==> config.mk <==
export PLATFORM = sky130hd
export DESIGN_NAME = alu_selftest
export DESIGN_NICKNAME = d
export VERILOG_FILES = /design/src/rtl/alu_selftest.sv
export SDC_FILE = /design/constraint.sdc
export NUM_CORES = 1
export LEC_CHECK = 0
export ABC_AREA = 1
export ABC_CLOCK_PERIOD_IN_PS = 5000
export BUFFER_PORTS_ARGS = -buffer_cell sky130_fd_sc_hd__buf_2
export CORE_UTILIZATION = 45
export CTS_CLUSTER_SIZE = 40
export DETAILED_ROUTE_END_ITERATION = 10
export GPL_TIMING_DRIVEN = 0
export PLACE_DENSITY = 0.74
export SETUP_SLACK_MARGIN = 0.5
export SYNTH_ARGS = -nofsm -noshare
export SYNTH_HDL_FRONTEND = slang
export SYNTH_SLANG_ARGS = --single-unit
==> constraint.sdc <==
create_clock -name clk -period 5 [get_ports clk]
set_input_delay 0.5 -clock clk [delete_from_list [all_inputs] [get_ports clk]]
set_output_delay 0.5 -clock clk [all_outputs]
set_load 0.005 [all_outputs]
==> src/rtl/alu_selftest.sv <==
// On-board ALU self-test sequencer: walks a synchronous vector ROM, drives the ALU,
// and compares each result/zero pair against the stored expectation.
module alu_selftest #(
  parameter int unsigned ADDR_W = 4,
  parameter int unsigned SETTLE = 2,
  parameter logic [3:0]  END_OP = 4'hF
) (
  input  logic              clk,
  input  logic              reset,
  input  logic              start,
  output logic [ADDR_W-1:0] vec_addr,
  input  logic [99:0]       vec_data,
  output logic [3:0]        alu_op,
  output logic [31:0]       alu_a,
  output logic [31:0]       alu_b,
  input  logic [31:0]       alu_result,
  input  logic              alu_zero,
  output logic              busy,
  output logic              done,
  output logic              pass,
  output logic [7:0]        err_cnt,
  output logic [7:0]        vec_cnt,
  output logic [ADDR_W-1:0] first_err_addr,
  output logic              first_err_valid
);

  typedef enum logic [2:0] {
    S_IDLE, S_FETCH, S_APPLY, S_SETTLE, S_CHECK, S_DONE
  } state_t;

  localparam logic [ADDR_W-1:0] LAST_ADDR   = '1;
  localparam logic [3:0]        SETTLE_LOAD = 4'(SETTLE - 1);

  state_t            state_q;
  logic [3:0]        settle_q;
  logic [31:0]       exp_q;
  logic [ADDR_W-1:0] vec_addr_q;
  logic [3:0]        alu_op_q;
  logic [31:0]       alu_a_q;
  logic [31:0]       alu_b_q;
  logic              busy_q;
  logic              done_q;
  logic              pass_q;
  logic [7:0]        err_cnt_q;
  logic [7:0]        vec_cnt_q;
  logic [ADDR_W-1:0] first_err_addr_q;
  logic              first_err_valid_q;

  logic              mismatch;
  logic [7:0]        err_cnt_d;
  logic [7:0]        vec_cnt_d;

  // The zero flag is checked independently so a stuck flag is caught even when the result is right.
  assign mismatch = (alu_result != exp_q) || (alu_zero != (exp_q == 32'h0));

  always_comb begin
    err_cnt_d = err_cnt_q;
    if (mismatch && (err_cnt_q != 8'hFF)) err_cnt_d = err_cnt_q + 8'd1;
    vec_cnt_d = (vec_cnt_q == 8'hFF) ? vec_cnt_q : vec_cnt_q + 8'd1;
  end

  always_ff @(posedge clk) begin
    if (reset) begin
      state_q           <= S_IDLE;
      settle_q          <= '0;
      exp_q             <= '0;
      vec_addr_q        <= '0;
      alu_op_q          <= '0;
      alu_a_q           <= '0;
      alu_b_q           <= '0;
      busy_q            <= 1'b0;
      done_q            <= 1'b0;
      pass_q            <= 1'b0;
      err_cnt_q         <= '0;
      vec_cnt_q         <= '0;
      first_err_addr_q  <= '0;
      first_err_valid_q <= 1'b0;
    end else begin
      case (state_q)
        S_IDLE, S_DONE: begin
          if (start) begin
            state_q           <= S_FETCH;
            busy_q            <= 1'b1;
            done_q            <= 1'b0;
            pass_q            <= 1'b0;
            vec_addr_q        <= '0;
            err_cnt_q         <= '0;
            vec_cnt_q         <= '0;
            first_err_addr_q  <= '0;
            first_err_valid_q <= 1'b0;
          end
        end
        S_FETCH: state_q <= S_APPLY;
        S_APPLY: begin
          if (vec_data[99:96] == END_OP) begin
            state_q <= S_DONE;
            busy_q  <= 1'b0;
            done_q  <= 1'b1;
            pass_q  <= (err_cnt_q == 8'd0) && (vec_cnt_q != 8'd0);
          end else begin
            alu_op_q <= vec_data[99:96];
            alu_a_q  <= vec_data[95:64];
            alu_b_q  <= vec_data[63:32];
            exp_q    <= vec_data[31:0];
            settle_q <= SETTLE_LOAD;
            state_q  <= S_SETTLE;
          end
        end
        S_SETTLE: begin
          if (settle_q == 4'd0) state_q <= S_CHECK;
          else                  settle_q <= settle_q - 4'd1;
        end
        S_CHECK: begin
          err_cnt_q <= err_cnt_d;
          vec_cnt_q <= vec_cnt_d;
          if (mismatch && !first_err_valid_q) begin
            first_err_addr_q  <= vec_addr_q;
            first_err_valid_q <= 1'b1;
          end
          // A full ROM ends the run rather than wrapping back to address 0.
          if (vec_addr_q == LAST_ADDR) begin
            state_q <= S_DONE;
            busy_q  <= 1'b0;
            done_q  <= 1'b1;
            pass_q  <= (err_cnt_d == 8'd0) && (vec_cnt_d != 8'd0);
          end else begin
            vec_addr_q <= vec_addr_q + 1'b1;
            state_q    <= S_FETCH;
          end
        end
        default: state_q <= S_IDLE;
      endcase
    end
  end

  assign vec_addr        = vec_addr_q;
  assign alu_op          = alu_op_q;
  assign alu_a           = alu_a_q;
  assign alu_b           = alu_b_q;
  assign busy            = busy_q;
  assign done            = done_q;
  assign pass            = pass_q;
  assign err_cnt         = err_cnt_q;
  assign vec_cnt         = vec_cnt_q;
  assign first_err_addr  = first_err_addr_q;
  assign first_err_valid = first_err_valid_q;

endmodule
-- Word level (Yosys, flattened, before mapping)
Index checks and enable logic that the tools add are counted.
- divide/modulo/power cells: 0
- $lt $le $gt $ge: 0
- shift-type cells: 0
- reduce and logical (&&, ||, !) cells: 24
- eq/ne operators: 19
- $add $sub $neg: 4
- multipliers: 0
- multiplexer cells: 31
- bitwise gates (word level): 1
- operators by type and width (operator ; number):
    32-bit logical NOT ; 1
    32-bit != test ; 1
    8-bit case mux with 2 select lines ; 2
    8-bit 2-to-1 mux ; 3
    4-bit case mux with 2 select lines ; 3
    4-bit 2-to-1 mux ; 5
    8-bit by 1-bit adder with 8-bit output (second input constant) ; 2
    8-bit logical NOT ; 2
    2-bit != test (second input constant) ; 8
    8-bit nonzero test ; 2
    3-bit case mux with 5 select lines ; 1
    3-bit 2-to-1 mux ; 4
    1-bit 2-to-1 mux ; 9
    1-bit case mux with 3 select lines ; 3
    3-bit AND reduction ; 3
    4-bit == test (second input constant) ; 2
    8-bit == test (second input constant) ; 1
    8-bit != test (second input constant) ; 1
    3-bit by 2-bit == test with 1-bit output (second input constant) ; 2
    3-bit == test (second input constant) ; 2
    2-bit AND reduction ; 3
    4-bit by 1-bit adder with 4-bit output (second input constant) ; 1
    1-bit logical AND ; 4
    4-bit logical NOT ; 1
    other kinds (12) ; 13
- word-level logic and storage cells: 93
- output and inout port bits: 96
- memories kept: 0
- bits of input ports: 136
- register bits: 135
- ROM bits: 0
- memory bits (writable): 0
- bits in latches: 0

-- Logic depth before layout (Yosys ltp)
Gate-level depths: netlist of the first run.
- depth in word-level cells: 9
- mapped depth: 17
- depth with buffers taken out: 16

-- Worst setup path before layout of the first run
Ideal clock, no wire load.
- path type: input to register
- start: input alu_result[17]
- end: register pass_q (netlist: pass)
- cell stages on the path: 15
- slack: 3.269 ns
- data required time: 4.878 ns
- buffers on the path: 0
- library setup time: 0.122 ns
- arrival: 1.609 ns
- cells stage by stage: inv_1 > nand2_1 > nand2_1 > nor2_1 > nand2_1 > nor2_1 > nand2_1 > nor2_2 > nand2_2 > nand2_1 > inv_1 > o21ai_0 > inv_1 > nand3_1 > a21oi_2
- word-level cells in the longest chain between the ends: 8
- ends and longest elaborated chain (what ; line ; RTL):
    from (decl) ; 16 ; input logic [31:0] alu_result,
    32-bit != test ; 54 ; assign mismatch = (alu_result != exp_q) || (alu_zero != (exp_q == 32'h0));
    1-bit logical OR ; 54 ;
    1-bit logical AND ; 58 ; if (mismatch && (err_cnt_q != 8'hFF)) err_cnt_d = err_cnt_q + 8'd1;
    8-bit 2-to-1 mux ; 58 ;
    8-bit logical NOT ; 125 ; pass_q <= (err_cnt_d == 8'd0) && (vec_cnt_d != 8'd0);
    1-bit logical AND ; 125 ;
    1-bit 2-to-1 mux ; 121 ; if (vec_addr_q == LAST_ADDR) begin
    1-bit case mux with 3 select lines ; 79 ; case (state_q)
    to (signal assigned) ; 99 ; pass_q <= (err_cnt_q == 8'd0) && (vec_cnt_q != 8'd0);
    to (signal assigned) ; 125 ;
    to (decl) ; 43 ; logic pass_q;
Every way passes these cells. The select of a mux whose other input is x is not followed.
A chain may end at the register's enable or synchronous reset.

-- Worst setup path after layout of the first run
- start: register state_q[1]
- end: register alu_a_q[28] (netlist: alu_a[28])
- word-level cells in the longest chain between the ends: 2
- ends and longest elaborated chain (what ; line ; RTL):
    from (decl) ; 34 ; state_t state_q;
    from (signal assigned) ; 64 ; state_q <= S_IDLE;
    from (signal assigned) ; 82 ; state_q <= S_FETCH;
    from (signal assigned) ; 93 ; S_FETCH: state_q <= S_APPLY;
    3-bit by 2-bit == test with 1-bit output ; 79 ;
    2-bit AND reduction (no line) ; -- ;
    to (signal assigned) ; 102 ; alu_a_q <= vec_data[95:64];
    to (decl) ; 39 ; logic [31:0] alu_a_q;
Every way passes these cells.

==> results.py, run 1 <==
metrics = {
    "run_status": {
        "status": "completed",
    },
    "global_route": {
        "grt_pass1_vias": 6022,
        "grt_pass1_wl_mm": 29.1,
        "track_usage_pct": 26.0,
        "grt_max_degree": 17,
        "grt_overflow_total": 0,
        "antenna_found_initial": 0,
    },
    "placed_design": {
        "gp_congestion": 0.887,
        "place_hpwl_mm": 13.7,
        "place_ws_ns": 2.77,
        "io_buffers": 231,
    },
    "critical_path": {
        "r2r-start": "state_q[1]",
        "crit_arrival_ns": 2.45,
        "cpMostUsedCell": "clkbuf_1",
        "path_delay_family": "buffers and inverters",
        "crit_start": "state_q[1]",
        "slowest_delay_ns": 0.39,
        "critPathKind": "reg -> reg",
        "crit_chain": "inv_1 > nor3_2 > nand2_1 > clkbuf_1 > clkbuf_1 > o21ai_0 > nor2_1",
        "cp-end-kind": "flip-flop",
        "crit_path_start_kind": "flip-flop",
        "path_buf_inv": 3,
        "critical_path.slowest_cell": "dfxtp_1",
        "cp_data_required_time_ns": 5.29,
        "crit_fanout": 10,
    },
    "layout": {
        "n_antenna_cell": 0,
        "area_growth_pct": 33.0,
        "drive_gt1_share_pct": 24.9,
        "nets": 1316,
        "layout_common_cells": "240 x buf_2, 227 x nor2_1, 159 x nand2_1",
        "layout_commonest_cell": "buf_2",
    },
    "routing": {
        "drt_iter0_drc": 365,
        "wl_per_cell_um": 13.1,
        "vias": 6574,
        "routed_wl_mm": 17.8,
        "drtAntennaViolNets": 0,
        "drc": 0,
        "first_pass_iters": 5,
        "vias_per_cell": 4.83,
    },
    "yosys": {
        "yosysWarnings": 0,
        "syn_area_um2": 6180,
        "seq_area_frac_synth_pct": 43.7,
        "syn_nets": 1066,
        "ys_ff_latch": 135,
        "synthCells": 924,
        "syn_area_per_cell_um2": 6.69,
        "ys_types": 36,
    },
    "pwr": {
        "p_leak_nw": 4.01,
        "worst_ir_drop_vdd_v": 0.000332,
        "p_per_area_nw_per_um2": 418,
    },
    "floorplanning": {
        "core-area_um2": 13300,
        "die_h_um": 119,
        "dieArea_um2": 14200,
        "initial_core_util_pct": 46.5,
        "num_io_pins": 232,
        "placementRows": 42,
        "die_w_um": 119,
    },
    "clock_network": {
        "ctsHtreeMaxLevel": 4,
        "clk_pin_slew_worst_paths_ns": 0.06,
        "cts_repair_resize_count": 0,
        "cts_tree": "yes",
        "cts_hold_buf": 0,
        "cts-buffers-inserted": 17,
        "clk_root_buffer_cell": "clkbuf_16",
        "clock_path_buffers": 2,
        "clock_sinks": 135,
        "post_cts_buffers": 0,
        "clk_latency_ns": 0.41,
    },
    "min_path": {
        "min-delay-start": "vec_data[64]",
        "hold_class": "in -> reg",
    },
    "timing": {
        "rsz0062_at_grt": "false",
        "tightest_slew_ns": 0.586,
        "fin_crit_ns": 2.16,
        "fin_setup_tns_ns": 0,
        "slew_viol_final": 0,
        "finalSetupViolCount": 0,
        "fin_crit_sh_pct": 43.2,
        "slew_headroom_pct": 60.9,
        "fin_skew_ns": 0.00798,
        "fin_ws_ns": 2.84,
        "fmax_ghz": 0.463,
        "finalHoldViolations": 0,
    },
    "flow_run": {
        "max_cap_violations": 0,
    },
}
==> metrics by stage <==
step           hold WS, ns  util [%]  std cells  total power, mW  instance area (um^2)
2_1_floorplan        0.449         -        924             1.78                  6180
3_3_place_gp         0.458      56.8       1331             2.05                  7560
3_5_place_dp         0.466      56.8       1331             2.07                  7560
4_1_cts              0.318      61.8       1362             3.46                  8220
5_1_grt              0.332      61.8       1362             3.64                  8220
6_report             0.337      61.8       1362             3.43                  8220
==> worst min-delay path, cell delays in order <==
cell     delay, ns
buf_2         0.07
o21ai_0       0.07
nor2_1        0.08
==> sequential cells by signal, indices dropped and copies added (netlist names) <==
register         count
alu_op               4
settle_q             4
busy                 1
first_err_valid      1
exp_q               32
alu_a               32
first_err_addr       4
vec_addr             4
done                 1
vec_cnt              8
err_cnt              8
pass                 1
state_q              3
alu_b               32
==> Yosys cell counts, drive strengths merged <==
library cell	n	area (um^2)
nor4	3	33.8
ha	6	75.1
buf	13	71.3
nand3b	1	7.51
or2	1	6.26
inv	106	398
xnor2	1	8.76
o221ai	1	8.76
nor2	230	876
o21ai	121	617
a211oi	1	7.51
nor3	12	65.1
o31ai	1	21.3
o21bai	1	7.51
nand4	5	31.3
nand2	165	634
o22ai	1	6.26
a21oi	52	264
xor2	6	52.6
nand3	32	160
o211ai	1	7.51
a31oi	1	6.26
nor3b	2	15.0
clkbuf	26	97.6
dfxtp	135	2700
==> layout make-up <==
cell class | instances | area (um^2)
inverters | 106 | 398
clock inverters | 11 | 195
fillers | 1247 | 5080
plain buffers | 39 | 169
flip-flops and latches | 135 | 2700
repair buffers | 231 | 1160
multi-input cells | 644 | 2910
clock buffers | 20 | 467
well taps | 176 | 220
==> routing by layer <==
| metal | GRT usage (%) | up-vias | share of wire, % |
|---|---|---|---|
| met5 | 0 | - | 0 |
| met4 | 7.44 | 0 | 1.7 |
| met3 | 5.80 | 23 | 5.5 |
| met2 | 44.6 | 189 | 48 |
| met1 | 32.5 | 2935 | 45 |
| li1 | - | 3427 | - |
==> final timing paths <==
kind                             endpoint  slack [ns]  cells past startpoint
worst min register to register  alu_b[24]        0.47                      2
worst min-delay path             alu_a[0]        0.34                      3
worst max-delay path            alu_a[28]        2.84                      7
worst max register to register  alu_a[28]        2.84                      7
==> where the power goes <==
| group | internal [mW] | switching, mW |
|---|---|---|
| combinational | 0.294 | 0.434 |
| clock | 0.924 | 0.464 |
| sequential | 1.23 | 0.0875 |
| total | 2.45 | 0.985 |
==> cells by family (layout without fill, tap and decap cells) <==
family	after synthesis	count (layout)	share of synthesized area [%]
AO/OA/AOI/OAI	180	180	15.3
buffers and inverters	145	407	9.17
flip-flops	135	135	43.7
AND/OR/NAND/NOR	451	451	29.6
adder cells (fa/ha/maj)	6	6	1.21
XOR/XNOR	7	7	0.992
(Power assumes the default switching activity.)
==> run 2, diff against run 1 <==
Settings changed: ABC_CLOCK_PERIOD_IN_PS 5000 to 1900, PLACE_DENSITY 0.74 to 0.77.
Clock period 5 ns to 1.9 ns, I/O delays scaled along.
==> results.py, run 2 (synthesis results as in run 1) <==
metrics = {
    "layout": {
        "fin_cells": 1412,
        "layout_common_cells": "233 x buf_2, 156 x nor2_1, 144 x nand2_1",
        "finish.utilization_pct": 76.9,
        "nets": 1364,
        "layout_commonest_cell": "buf_2",
        "nFillCells": 915,
        "finalInstanceArea_um2": 10200,
        "drive_gt1_share_pct": 49.8,
        "area_growth_pct": 65.5,
    },
    "min_path": {
        "min-delay-start": "vec_data[65]",
        "whs_endpoint": "alu_a[1]",
        "worstHoldPathCells": 3,
        "hold_class": "in -> reg",
    },
    "clock_network": {
        "clock_path_buffers": 2,
        "cts-buffers-inserted": 17,
        "ctsHtreeMaxLevel": 4,
        "clock_sinks": 135,
        "clk_root_buffer_cell": "clkbuf_16",
        "clk_latency_ns": 0.42,
        "cts_tree": "yes",
        "clk_pin_slew_worst_paths_ns": 0.06,
    },
    "floorplanning": {
        "initial_core_util_pct": 46.5,
        "die_w_um": 119,
        "dieArea_um2": 14200,
        "core-area_um2": 13300,
        "placementRows": 42,
        "num_io_pins": 232,
        "die_h_um": 119,
    },
    "placed_design": {
        "placement.cell_area_um2": 7650,
        "gp_congestion": 0.882,
        "place_hpwl_mm": 13.8,
        "io_buffers": 231,
        "place_ws_ns": 0.0169,
        "dpl.cell_count": 1331,
    },
    "global_route": {
        "grt_pass1_vias": 6144,
        "antenna_found_initial": 1,
        "grt_max_degree": 17,
        "grt_pass1_wl_mm": 29.5,
        "track_usage_pct": 26.4,
        "grt_overflow_total": 0,
    },
    "routing": {
        "vias_per_cell": 5.16,
        "routed_wl_mm": 22.2,
        "first_pass_iters": 5,
        "drc": 0,
        "vias": 7288,
        "drt_iter0_drc": 471,
        "wl_per_cell_um": 15.7,
        "drtAntennaViolNets": 0,
    },
    "timing": {
        "fin_ws_ns": -0.0629,
        "hold_ws_ns": 0.00630,
        "slew_viol_final": 0,
        "slew_headroom_pct": 47.9,
        "fin_crit_ns": 1.96,
        "fin_setup_tns_ns": -0.0756,
        "tightest_slew_ns": 0.782,
        "fin_crit_sh_pct": 103,
        "fmax_ghz": 0.509,
        "rsz0062_at_grt": "true",
        "finalSetupViolCount": 3,
        "fin_skew_ns": 0.00919,
        "finalHoldViolations": 0,
    },
    "critical_path": {
        "cp-end-kind": "flip-flop",
        "crit_fanout": 5,
        "r2r_end": "pass",
        "critPathKind": "reg -> reg",
        "r2r-start": "exp_q[2]",
        "reg2reg_setup_slack_ns": -0.06,
        "r2r_cells": 15,
        "crit_arrival_ns": 2.31,
        "cp_data_required_time_ns": 2.25,
        "crit_path_start_kind": "flip-flop",
    },
    "pwr": {
        "totalPowerFinal_mw": 10.4,
        "p_comb_share_pct": 31.7,
        "seqPwrFrac_pct": 34.6,
        "p_clk_share_pct": 33.7,
        "worst_ir_drop_vdd_v": 0.00100,
        "p_per_area_nw_per_um2": 1020,
        "power.internal_mw": 7.04,
        "p_leak_nw": 4.81,
        "switching_share_pct": 32.2,
        "p_sw_mw": 3.34,
    },
    "run_status": {
        "violations": "setup timing",
        "status": "finished, violations left",
    },
    "flow_run": {
        "max_cap_violations": 0,
    },
}
## run 2: timing repair
item | in CTS | in global routing
endpoints found under the setup margin | 131 | 134
gates resized for setup | 101 | 401
hold buffers | 0 | 0
pin swaps | 16 | 104
setup buffers | 14 | 19
cloned | 2 | 13
hold endpoints to repair | 0 | 0
## run 2: layer usage
layer	wire length [um]	track usage [%]	vias up	share of wire, %
li1	-	-	3537	-
met1	8830	31.9	3409	40
met2	11400	46.2	277	51
met3	1200	5.46	65	5.4
met4	773	9.26	0	3.5
met5	0	0	-	0
## run 2: worst max path at each step
stage	from	endpoint	slack (ns)	depth (start not counted)
floorplan	exp_q[7]	pass	0.35	17
global placement	exp_q[8]	pass	0.04	16
detailed placement	exp_q[7]	pass	0.02	16
CTS	exp_q[9]	pass	0.06	17
global route	exp_q[3]	pass	-0.24	17
finish	exp_q[2]	pass	-0.06	15
## run 2: cell type report
class	instances	area, um^2	share of cell area, %
sequential	135	2760	27.0
buffer	39	474	4.64
tap	176	220	2.15
multi-input combinational	644	3880	37.9
antenna	1	2.50	0.0245
timing repair buffer	279	1840	18.0
inverter	106	419	4.10
clock buffer	19	464	4.54
clock inverter	13	166	1.63
## run 2: worst max-delay path, cell delays in order (launching register included)
cell and delay, ns:
dfxtp_1 0.34, xor2_1 0.18, nor2_1 0.16, nand2_1 0.10, nor2_2 0.12, nand2_1 0.07, nor2_2 0.15, nand2_4 0.10
buf_6 0.15, nand2_2 0.05, nand2_2 0.05, nand2_1 0.06, nand2_1 0.05, nor2_2 0.09, nand3_1 0.10, a21oi_2 0.12
## run 2: power by group through the flow
stage	clock network, mW	logic, mW	registers [mW]
2_1_floorplan	0	1.18	3.54
3_3_place_gp	0	1.90	3.53
3_5_place_dp	0	1.94	3.55
4_1_cts	3.53	2.16	3.49
5_1_grt	3.65	3.57	3.63
6_report	3.50	3.29	3.59
==> run 3, diff against run 2 <==
Settings changed: CTS_BUF_LIST from default to sky130_fd_sc_hd__clkbuf_8.
==> results.py, run 3 (synthesis results as in run 1) <==
metrics = {
    "clock_network": {
        "cts_tree": "yes",
        "ctsHtreeMaxLevel": 4,
        "clk_latency_ns": 0.47,
        "clock_path_buffers": 2,
        "cts-buffers-inserted": 17,
        "clock_sinks": 135,
        "clk_root_buffer_cell": "clkbuf_8",
        "clk_pin_slew_worst_paths_ns": 0.10,
    },
    "timing": {
        "finalHoldViolations": 2,
        "fin_crit_sh_pct": 114,
        "fin_skew_ns": 0.0223,
        "fin_crit_ns": 2.17,
        "tightest_slew_ns": 0.950,
        "fin_setup_tns_ns": -1.25,
        "finalSetupViolCount": 8,
        "rsz0062_at_grt": "true",
        "hold_ws_ns": -0.00719,
        "fin_ws_ns": -0.267,
        "slew_viol_final": 0,
        "fmax_ghz": 0.461,
        "slew_headroom_pct": 36.6,
    },
    "pwr": {
        "switching_share_pct": 36.3,
        "p_per_area_nw_per_um2": 932,
        "p_comb_share_pct": 38.3,
        "seqPwrFrac_pct": 35.2,
        "totalPowerFinal_mw": 10.4,
        "p_leak_nw": 5.15,
        "p_sw_mw": 3.77,
        "power.internal_mw": 6.62,
        "worst_ir_drop_vdd_v": 0.000913,
        "p_clk_share_pct": 26.5,
    },
    "layout": {
        "layout_common_cells": "231 x buf_2, 137 x nand2_1, 133 x nor2_1",
        "finalInstanceArea_um2": 11100,
        "finish.utilization_pct": 83.9,
        "drive_gt1_share_pct": 50.1,
        "fin_cells": 1493,
        "layout_commonest_cell": "buf_2",
        "area_growth_pct": 80.4,
        "nets": 1443,
        "nFillCells": 696,
    },
    "floorplanning": {
        "num_io_pins": 232,
        "placementRows": 42,
        "dieArea_um2": 14200,
        "die_h_um": 119,
        "initial_core_util_pct": 46.5,
        "core-area_um2": 13300,
        "die_w_um": 119,
    },
    "placed_design": {
        "place_hpwl_mm": 13.8,
        "io_buffers": 231,
        "placement.cell_area_um2": 7650,
        "dpl.cell_count": 1331,
        "gp_congestion": 0.882,
    },
    "global_route": {
        "grt_overflow_total": 0,
        "grt_max_degree": 17,
        "antenna_found_initial": 3,
        "grt_pass1_vias": 7356,
        "track_usage_pct": 32.2,
        "grt_pass1_wl_mm": 35.7,
    },
    "critical_path": {
        "cp_data_required_time_ns": 2.27,
        "cp-end-kind": "flip-flop",
        "reg2reg_setup_slack_ns": -0.27,
        "crit_arrival_ns": 2.54,
        "slowest_delay_ns": 0.35,
        "crit_fanout": 5,
        "crit_path_start_kind": "flip-flop",
        "critical_path.slowest_cell": "dfxtp_2",
        "crit_chain": "nor2_1 > nand3_1 > nor2_1 > nand2_1 > o21bai_1 > nand2_2 > nand2_4 > buf_6 > buf_12 > nand4_1 > o21ai_1",
        "critPathKind": "reg -> reg",
        "cpMostUsedCell": "nor2_1",
    },
    "routing": {
        "routed_wl_mm": 29.4,
        "wl_per_cell_um": 19.7,
        "vias_per_cell": 5.59,
        "drtAntennaViolNets": 0,
        "vias": 8346,
        "first_pass_iters": 8,
        "drc": 0,
        "drt_iter0_drc": 741,
    },
    "run_status": {
        "status": "finished, violations left",
        "violations": "hold timing, setup timing",
    },
    "flow_run": {
        "max_cap_violations": 0,
    },
    "min_path": {
        "hold_class": "in -> reg",
    },
}
-- run 3: cell types whose count changed in the layout (fill, tap and decap cells not counted), moves of 10 or more --
cell and change:
clkbuf_16 -15, nor2_4 +16, o21ai_1 +10, dlygate4sd3_1 +71, nor2_1 -23, clkbuf_8 +20
o21ai_2 -11
-- run 3: area by class of cell --
cell class / count / area [um^2] / area share (%)
sequential: 135 / 2770 / 24.9
buffer: 39 / 531 / 4.76
inverter: 106 / 412 / 3.69
multi-input combinational: 644 / 4070 / 36.5
antenna: 3 / 7.51 / 0.0673
clock inverter: 14 / 196 / 1.76
clock buffer: 18 / 248 / 2.22
tap: 176 / 220 / 1.98
timing repair buffer: 358 / 2700 / 24.2
-- run 3: path summary, 6_finish.rpt --
check                                  startpoint                end  cells past startpoint
worst max register to register          exp_q[27]  first_err_addr[2]                     11
worst min-delay path                 vec_data[36]           alu_b[4]                      3
worst max-delay path                    exp_q[27]  first_err_addr[2]                     11
worst min register to register  first_err_addr[3]  first_err_addr[3]                      2
-- run 3: per-layer routing --
metal	up-vias	routed length, um	track usage (%)
li1	3691	-	-
met1	3887	10500	36.5
met2	580	14500	55.3
met3	188	2310	7.81
met4	0	2020	17.6
met5	-	0	0
-- run 3: power by group through the flow --
stage                     registers [mW]  logic (mW)  clock network, mW
final                               3.66        3.98               2.76
after global routing                3.69        4.19               2.86
after CTS                           3.50        2.93               2.71
after detailed placement            3.55        1.94                  0
after global placement              3.53        1.90                  0
after floorplan                     3.54        1.18                  0
-- run 3: critical path, delay by kind of cell, from the launching register on --
kind	cells	cell delay [ns]
AND/OR/NAND/NOR	7	0.99
AO/OA/AOI/OAI	2	0.51
buffers and inverters	2	0.24
flip-flops	1	0.35
-- run 3: through the flow --
step | hold WS, ns | worst slack, ns
2_1_floorplan | 0.354 | 0.345
3_3_place_gp | 0.438 | 0.0363
3_5_place_dp | 0.447 | 0.0169
4_1_cts | 0.000124 | 0.0553
5_1_grt | 0.00722 | -0.431
6_report | -0.00719 | -0.267
-- run 3: what timing repair did --
action	4_1_cts	5_1_grt
gates cloned	15	5
hold buffers	68	3
buffers inserted	25	11
hold endpoints to repair	68	3
resized for setup	281	275
endpoints found under the setup margin	131	135
pin swaps	47	102
